[src/rtl/pkt_flow_stats.sv]
// Per-flow packet and byte statistics collected from a 64-bit sop/eop beat stream.
// Framing errors are counted in err_cnt_o; counters are readable one cycle after a request.
module pkt_flow_stats #(
  parameter int unsigned FLOW_CNT       = 16,
  parameter int unsigned FLOW_CNT_WIDTH = (FLOW_CNT == 1) ? 1 : $clog2(FLOW_CNT),
  parameter int unsigned PKT_CNT_WIDTH  = 32,
  parameter int unsigned BYTE_CNT_WIDTH = 48
) (
  input  logic                      clk_i,
  input  logic                      rst_i,
  input  logic [63:0]               pkt_data_i,
  input  logic                      pkt_sop_i,
  input  logic                      pkt_eop_i,
  input  logic [2:0]                pkt_empty_i,
  input  logic [FLOW_CNT_WIDTH-1:0] pkt_flow_num_i,
  input  logic                      pkt_valid_i,
  output logic                      pkt_ready_o,
  input  logic [FLOW_CNT_WIDTH-1:0] rd_addr_i,
  input  logic                      rd_req_i,
  output logic [PKT_CNT_WIDTH-1:0]  rd_pkt_cnt_o,
  output logic [BYTE_CNT_WIDTH-1:0] rd_byte_cnt_o,
  output logic                      rd_valid_o,
  input  logic                      clr_all_i,
  output logic [15:0]               err_cnt_o
);

  localparam int unsigned SumW = ((BYTE_CNT_WIDTH > 16) ? BYTE_CNT_WIDTH : 16) + 1;
  localparam logic [FLOW_CNT_WIDTH:0] FlowLimit = FLOW_CNT[FLOW_CNT_WIDTH:0];
  localparam logic [SumW-1:0] ByteMax =
      {{(SumW - BYTE_CNT_WIDTH){1'b0}}, {BYTE_CNT_WIDTH{1'b1}}};

  typedef enum logic [0:0] {StIdle, StInPkt} state_e;

  state_e state_q, state_d;

  logic                      beat_acc;
  logic                      pkt_start, pkt_beat, pkt_end, err_drop, err_restart;
  logic [15:0]               acc_q, acc_d, acc_inc, end_len;
  logic [16:0]               acc_sum;
  logic [FLOW_CNT_WIDTH-1:0] flow_q, flow_d;
  logic                      flow_ok;

  logic                      upd_vld_q;
  logic [FLOW_CNT_WIDTH-1:0] upd_flow_q;
  logic [15:0]               upd_len_q;

  logic [PKT_CNT_WIDTH-1:0]  pkt_cnt_q  [FLOW_CNT];
  logic [BYTE_CNT_WIDTH-1:0] byte_cnt_q [FLOW_CNT];
  logic [PKT_CNT_WIDTH:0]    pkt_sum;
  logic [PKT_CNT_WIDTH-1:0]  pkt_inc;
  logic [SumW-1:0]           byte_sum;
  logic [BYTE_CNT_WIDTH-1:0] byte_inc;

  logic [1:0]                err_inc;
  logic [16:0]               err_sum;
  logic [15:0]               err_q;

  logic                      rd_valid_q;
  logic [PKT_CNT_WIDTH-1:0]  rd_pkt_q;
  logic [BYTE_CNT_WIDTH-1:0] rd_byte_q;
  logic                      rd_addr_ok;

  logic unused_data;
  assign unused_data = ^pkt_data_i;

  // Ready is only withheld while reset is applied, so it rises in the first cycle after it.
  assign pkt_ready_o = ~rst_i;
  assign beat_acc    = pkt_valid_i & pkt_ready_o;

  // Framing FSM: state register
  always_ff @(posedge clk_i) begin
    if (rst_i) begin
      state_q <= StIdle;
    end else begin
      state_q <= state_d;
    end
  end

  // Framing FSM: next state
  always_comb begin
    state_d = state_q;
    if (beat_acc) begin
      unique case (state_q)
        StIdle:  if (pkt_sop_i && !pkt_eop_i) state_d = StInPkt;
        StInPkt: if (pkt_eop_i) state_d = StIdle;
      endcase
    end
  end

  // Framing FSM: per-beat events
  always_comb begin
    pkt_start   = 1'b0;
    pkt_beat    = 1'b0;
    pkt_end     = 1'b0;
    err_drop    = 1'b0;
    err_restart = 1'b0;
    if (beat_acc) begin
      unique case (state_q)
        StIdle: begin
          pkt_start = pkt_sop_i;
          pkt_end   = pkt_sop_i & pkt_eop_i;
          err_drop  = ~pkt_sop_i;
        end
        StInPkt: begin
          pkt_start   = pkt_sop_i;
          pkt_beat    = ~pkt_sop_i;
          pkt_end     = pkt_eop_i;
          err_restart = pkt_sop_i;
        end
      endcase
    end
  end

  always_comb begin
    acc_sum = {1'b0, acc_q} + 17'd8;
    acc_inc = acc_sum[16] ? 16'hffff : acc_sum[15:0];
    acc_d   = pkt_start ? 16'd8 : (pkt_beat ? acc_inc : acc_q);
    end_len = acc_d - {13'd0, pkt_empty_i};
    flow_d  = pkt_start ? pkt_flow_num_i : flow_q;
    flow_ok = {1'b0, flow_d} < FlowLimit;
    err_inc = {1'b0, err_drop} + {1'b0, err_restart} + {1'b0, pkt_end & ~flow_ok};
    err_sum = {1'b0, err_q} + {15'd0, err_inc};
  end

  // Completed packets land in the counters one cycle after their eop beat.
  always_ff @(posedge clk_i) begin
    if (rst_i) begin
      acc_q      <= '0;
      flow_q     <= '0;
      upd_vld_q  <= 1'b0;
      upd_flow_q <= '0;
      upd_len_q  <= '0;
    end else begin
      acc_q      <= acc_d;
      flow_q     <= flow_d;
      upd_vld_q  <= pkt_end & flow_ok;
      upd_flow_q <= flow_d;
      upd_len_q  <= end_len;
    end
  end

  always_comb begin
    pkt_sum  = {1'b0, pkt_cnt_q[upd_flow_q]} + {{PKT_CNT_WIDTH{1'b0}}, 1'b1};
    pkt_inc  = pkt_sum[PKT_CNT_WIDTH] ? {PKT_CNT_WIDTH{1'b1}} : pkt_sum[PKT_CNT_WIDTH-1:0];
    byte_sum = {{(SumW - BYTE_CNT_WIDTH){1'b0}}, byte_cnt_q[upd_flow_q]}
             + {{(SumW - 16){1'b0}}, upd_len_q};
    byte_inc = (byte_sum > ByteMax) ? {BYTE_CNT_WIDTH{1'b1}} : byte_sum[BYTE_CNT_WIDTH-1:0];
  end

  // A clear in the landing cycle wins over the pending update.
  always_ff @(posedge clk_i) begin
    if (rst_i || clr_all_i) begin
      for (int i = 0; i < int'(FLOW_CNT); i++) begin
        pkt_cnt_q[i]  <= '0;
        byte_cnt_q[i] <= '0;
      end
    end else if (upd_vld_q) begin
      pkt_cnt_q[upd_flow_q]  <= pkt_inc;
      byte_cnt_q[upd_flow_q] <= byte_inc;
    end
  end

  always_ff @(posedge clk_i) begin
    if (rst_i || clr_all_i) begin
      err_q <= '0;
    end else begin
      err_q <= err_sum[16] ? 16'hffff : err_sum[15:0];
    end
  end

  assign rd_addr_ok = {1'b0, rd_addr_i} < FlowLimit;

  // Read data is sampled before this edge's counter update, giving pre-update values.
  always_ff @(posedge clk_i) begin
    if (rst_i) begin
      rd_valid_q <= 1'b0;
      rd_pkt_q   <= '0;
      rd_byte_q  <= '0;
    end else begin
      rd_valid_q <= rd_req_i;
      if (rd_req_i) begin
        rd_pkt_q  <= rd_addr_ok ? pkt_cnt_q[rd_addr_i] : '0;
        rd_byte_q <= rd_addr_ok ? byte_cnt_q[rd_addr_i] : '0;
      end
    end
  end

  assign rd_valid_o    = rd_valid_q;
  assign rd_pkt_cnt_o  = rd_pkt_q;
  assign rd_byte_cnt_o = rd_byte_q;
  assign err_cnt_o     = err_q;

endmodule

[config.mk]
export PLATFORM = sky130hd
export DESIGN_NAME = pkt_flow_stats
export DESIGN_NICKNAME = d
export VERILOG_FILES = /design/src/rtl/pkt_flow_stats.sv
export SDC_FILE = /design/constraint.sdc
export NUM_CORES = 2
export LEC_CHECK = 0
export ABC_AREA = 1
export CORE_MARGIN = 2
export CORE_UTILIZATION = 45
export DETAILED_ROUTE_END_ITERATION = 12
export GPL_ROUTABILITY_DRIVEN = 0
export HOLD_SLACK_MARGIN = 0.1
export PLACE_DENSITY_LB_ADDON = 0.08
export SLEW_MARGIN = 40
export SYNTH_ARGS = -nofsm -noshare
export SYNTH_HDL_FRONTEND = slang
export SYNTH_SLANG_ARGS = --single-unit
export TNS_END_PERCENT = 100
[constraint.sdc]
create_clock -name clk_i -period 9.66 [get_ports clk_i]
set_clock_uncertainty 0.15 [all_clocks]
set_input_delay 1.932 -clock clk_i [delete_from_list [all_inputs] [get_ports clk_i]]
set_output_delay 1.932 -clock clk_i [all_outputs]
set_load 0.1 [all_outputs]
**Word level (Yosys, flattened, before mapping)**

Memory sizes are Yosys's and may differ from the RTL's. A register that Yosys moved wholly into a read port is not among the register bits.
Index checks and enable logic that the tools add are counted.

- RAM bits: 1280
- Input bits: 82
- Memories kept: 2
- Output and inout port bits: 98
- Logic and storage cells: 60
- Flip-flop bits (word level): 55

Memories:

| memory | depth | width | read ports | clocked after Yosys merged registers in | write ports | RTL line | text |
|---|---|---|---|---|---|---|---|
| byte_cnt_q | 16 | 48 | 2 | 2 | 16 | 48 | `logic [BYTE_CNT_WIDTH-1:0] byte_cnt_q [FLOW_CNT];` |
| pkt_cnt_q | 16 | 32 | 2 | 2 | 16 | 47 | `logic [PKT_CNT_WIDTH-1:0] pkt_cnt_q [FLOW_CNT];` |

- $add $sub $neg: 6
- Bitwise operators: 6
- Reduce and logical (&&, ||, !) cells: 6
- Magnitude comparators: 1
- Mux-type cells: 32

Operators with widths:

| cell | count |
|---|---|
| two-way mux 48 bit | 2 |
| two-way mux 16 bit | 4 |
| two-way mux 32 bit | 2 |
| adder 48 x 16 -> 49 bit | 1 |
| greater-than comparator 49 x 48 -> 1 bit (second input constant) | 1 |
| OR reduction 48 bit | 1 |
| adder 32 x 1 -> 33 bit (second input constant) | 1 |
| OR reduction 32 bit | 1 |
| two-way mux 4 bit | 6 |
| adder 16 x 2 -> 17 bit | 1 |
| adder 16 x 4 -> 17 bit (second input constant) | 1 |
| two-way mux 1 bit | 16 |
| subtractor 16 x 3 -> 16 bit | 1 |
| NOT 1 bit | 4 |
| one-hot mux 1 bit (2 select lines) | 2 |
| adder 1 x 1 -> 2 bit | 1 |
| bitwise AND 1 bit | 2 |
| OR reduction 2 bit | 1 |
| logical AND 1 bit | 1 |
| logical NOT 1 bit | 1 |
| logical OR 1 bit | 1 |

**Depth between registers and ports, before layout**

- Depth in word-level cells: 6
- Gate-level depth with buffers: 30
- Mapped depth without buffers: 22

**Worst setup path before layout**

OpenSTA, ideal clock, no wires.

- Kind: input to register
- From: input port rst_i
- To: memory byte_cnt_q[12][0], enable pin
- Stages: 9
- Path slack: 4.157 ns
- Arrival: 4.912 ns
- Buffers on the path: 2
- Required time: 9.069 ns
- Cells stage by stage: clkbuf_1 nor2_1 nand2_1 nor3_1 inv_1 nor2_1 clkinv_1 clkbuf_1 nand2_1

RTL lines:

| element | RTL line | text |
|---|---|---|
| start: declaration | 10 | `input logic rst_i,` |
| end: declaration | 48 |  |

==> out/qor.tcl <==
set qor(tritoncts_clock_tree) {done}
set qor(overflow_left_after_global_routing) 0
set qor(yosys.area_share.adder_pct) 0.428
set qor(syn_inst) 9574
set qor(grt_max_degree) 193
set qor(use_met1_pct) 44.1
set qor(worst_slack_ns) 2.72
set qor(crit_path_max_fanout) 66
set qor(drt.antenna.violating_nets) 0
set qor(die_x_um) 421
set qor(post_synth_edffs) 1280
set qor(setup_viol) 0
set qor(dp_slack_ns) 2.77
set qor(final.period_utilization_pct) 71.8
set qor(i_o_pin_total) 180
set qor(synth_largest_area_cell) {sky130_fd_sc_hd__edfxtp_1}
set qor(synth_top_family_by_area) {simple AND/OR/NAND/NOR gates}
set qor(drt_first_pass_iters) 6
set qor(max-slew-margin-rel_pct) 33.2
set qor(cap_violations) 0
set qor(syn_nets) 9681
set qor(cts.hold.buffers_added) 0
set qor(finalMaxSlewViolations) 0
set qor(htreeDepth) 4
set qor(powerDensity_nw_per_um2) 184
set qor(hpwlAfterDp_um) 157000
set qor(wl_per_cell_um) 26.1
set qor(synth_seq_cells) 1419
set qor(synthSimpleGateAreaFrac_pct) 21.4
set qor(gr-max-usage-layer) {met2}
set qor(synth_most_common_cell) {sky130_fd_sc_hd__nor2_1}
set qor(design.die.area_um2) 177000
set qor(timing.final.hold_violations) 0
set qor(cts_root_buffer) {sky130_fd_sc_hd__clkbuf_16}
set qor(start_util_pct) 45.2
set qor(p_leak_nw) 35.9
set qor(vdd.ir_drop.worst_v) 0.000211
set qor(port_buffer_count) 115
set qor(clkSlewWorstSetupHoldPaths_ns) 0.06
set qor(grt_use_met3_pct) 4.96
set qor(synth_cell_area_um2) 78400
set qor(setup_tns_ns) 0
set qor(crit_path_cell_trace) {inv_8, buf_4, o221ai_1, nand3_1, nand2_1, ha_1, inv_1, fa_1, o21ai_0, nand3_1, nand2_1, nand2_1, nand2_1, nand3_1, nor2_1, nand2_1, nand2_1, nand3_1, nand2_1, inv_1}
set qor(share_of_layout_cells_above_drive_strength_1_pct) 6.52
set qor(synth_flop_cell) {sky130_fd_sc_hd__edfxtp_1}
set qor(timing.fmax_ghz) 0.144
set qor(yosys-top-cells-area) {sky130_fd_sc_hd__edfxtp_1, sky130_fd_sc_hd__nor2_1, sky130_fd_sc_hd__o21ai_0}
set qor(overall_die_height_um) 421
set qor(syn-mean-instance-area_um2) 8.18
set qor(muxShareOfSynthArea_pct) 0
set qor(crit_arrival_ns) 7.35
set qor(result_of_the_run) {finished, final reports clean}
set qor(cp.required_ns) 10.07
set qor(met2_usage_pct) 54.0
set qor(synth_seq_area_share_pct) 52.6
set qor(worst_skew_pair.late_latency_ns) 0.84
set qor(hold_path_startpoint) {rd_byte_cnt_o[18]}
set qor(flow.area_growth_from_synthesis_pct) 9.30
set qor(grt_pass1_vias) 67174
set qor(cts.repair_timing.setup_buffer_count) 0
set qor(detail_route.vias_per_cell) 6.04
set qor(rsz_0062_raised_after_global_routing) {no}
set qor(post_synth_arst_share_pct) 0
set qor(synth_compound_gate_area_share_pct) 16.0
set qor(numCtsBuffers) 165
set qor(drc) 0
set qor(synth.lib_cells_used.distinct) 44
set qor(crit_type) {reg2reg}
set qor(yosys.area_share.xor_xnor_pct) 0.626
set qor(drt-initial-drc-count) 9005
set qor(rows) 153
set qor(antenna_cells_inserted) 0
set qor(most_frequent_cells_after_synthesis) {sky130_fd_sc_hd__nor2_1, sky130_fd_sc_hd__nand2_1, sky130_fd_sc_hd__edfxtp_1}
set qor(drt-total-wl_um) 304000
set qor(crit_slowest_cell) {sky130_fd_sc_hd__dfxtp_4}
set qor(aggregate_global_route_resource_usage_pct) 33.2
set qor(synth_top_area_share_pct) 49.1
set qor(vias) 70408
set qor(placed_area_um2) 80100
set qor(cts_num_sinks) 1419
set qor(synthesis.yosys.warnings) 0
set qor(cts.repair.resized) 0
set qor(worst-slew-pin-transition_ns) 1.00
set qor(period_minus_slack_ns) 6.94
set qor(clock_path_buffers) 3
set qor(start_kind) {flop}
set qor(grt_first_pass_wirelength_um) 440000
set qor(final_design_area_no_fill_um2) 85600
set qor(timing.hold.worst.class) {reg2reg}
set qor(path_common_cell) {sky130_fd_sc_hd__nand2_1}
set qor(placeableCoreArea_um2) 173000
set qor(cpPeakStageDelay_ns) 0.84
set qor(antenna_found_initial) 1
set qor(layout.nets) 9300
set qor(worst_setup_path_end_kind) {flop}
## layout make-up
type,instances,area (um2)
clock buffers,226,4580
clock inverters,77,811
fillers,16390,87800
inverters,897,3460
multi-input cells,6459,30500
flip-flops and latches,1419,41200
well taps,2325,2910
repair buffers,251,2140
## per-stage QoR
stage | std cells | hold slack [ns] | utilization, % | total power, W
detailed placement | 11348 | 0.312 | 46.2 | 0.00950
floorplan | 9574 | 0.326 | - | 0.00875
global route | 11654 | 0.343 | 49.4 | 0.0163
finish | 11654 | 0.323 | 49.4 | 0.0158
global placement | 11342 | 0.311 | 46.3 | 0.00948
CTS | 11651 | 0.328 | 49.3 | 0.0158
## sequential cells by signal (all words and copies together), names as in the netlist, named ones only
register and count:
acc_q 16, byte_cnt_q 768, err_cnt_o 16, pkt_cnt_q 512, rd_byte_cnt_o 48, rd_pkt_cnt_o 32, rd_valid_o 1, state_q 1
upd_flow_q 4, upd_len_q 16, upd_vld_q 1
## critical path: cells and delay by family (launching register included)
family,cells,cell delay [ns]
adders and majority gates,2,0.58
buffers and inverters,4,1.09
and+or+nand+nor,12,3.26
AOI/OAI and AO/OA,2,0.67
DFF,1,0.84
## layout by cell type, fill, tap and decap left out, types with 13 or more instances in the layout
cell type                   instances
sky130_fd_sc_hd__inv_1            866
sky130_fd_sc_hd__nand2_1         1390
sky130_fd_sc_hd__dfxtp_1          135
sky130_fd_sc_hd__o22ai_1           75
sky130_fd_sc_hd__xor2_1            30
sky130_fd_sc_hd__a32o_1            18
sky130_fd_sc_hd__buf_2             98
sky130_fd_sc_hd__nor2_1          2011
sky130_fd_sc_hd__nand4_1           13
sky130_fd_sc_hd__nor2_4            20
sky130_fd_sc_hd__nor3_1            14
sky130_fd_sc_hd__buf_6             15
sky130_fd_sc_hd__clkinv_2          39
sky130_fd_sc_hd__buf_12            29
sky130_fd_sc_hd__buf_4             92
sky130_fd_sc_hd__o211ai_1         222
sky130_fd_sc_hd__o21ai_1           31
sky130_fd_sc_hd__nand3_4           13
sky130_fd_sc_hd__bufinv_16         15
sky130_fd_sc_hd__clkinv_1          27
sky130_fd_sc_hd__o221ai_1         180
sky130_fd_sc_hd__nand3_1          633
sky130_fd_sc_hd__clkbuf_1          41
sky130_fd_sc_hd__a21oi_1          483
sky130_fd_sc_hd__nor2_2            41
sky130_fd_sc_hd__edfxtp_1        1280
sky130_fd_sc_hd__clkbuf_16        170
sky130_fd_sc_hd__ha_1              22
sky130_fd_sc_hd__o21ai_0         1175
sky130_fd_sc_hd__xnor2_1           26
## power breakdown
part / switching, W / total (W) / internal (W) / leakage [nW]
Clock: 0.00265 / 0.00636 / 0.00371 / 2.65
Combinational: 0.00184 / 0.00236 / 0.000516 / 17.9
Sequential: 0.000138 / 0.00707 / 0.00693 / 15.4
## metal layers
metal | up-vias | routed length, um
met5 | - | 0
met4 | 0 | 13900
met3 | 860 | 30600
met2 | 4265 | 140000
met1 | 33782 | 120000
li1 | 31501 | -
## worst paths after layout
check	endpoint	slack, ns	cells past startpoint
setup / recovery	byte_cnt_q[9][38]	2.72	20
hold / removal	rd_byte_cnt_o[18]	0.32	2
hold reg to reg	rd_byte_cnt_o[18]	0.32	2
setup reg to reg	byte_cnt_q[9][38]	2.72	20
## logic make-up (layout without fill, tap and decap cells)
family / after synthesis / in the layout
buffers and inverters: 1696 / 1451
AND/OR/NAND/NOR: 4172 / 4172
AO/OA/AOI/OAI: 2206 / 2206
XOR/XNOR: 56 / 56
flip-flops: 1419 / 1419
adder cells (fa/ha/maj): 25 / 25
Power figures use the tool's default switching activity.
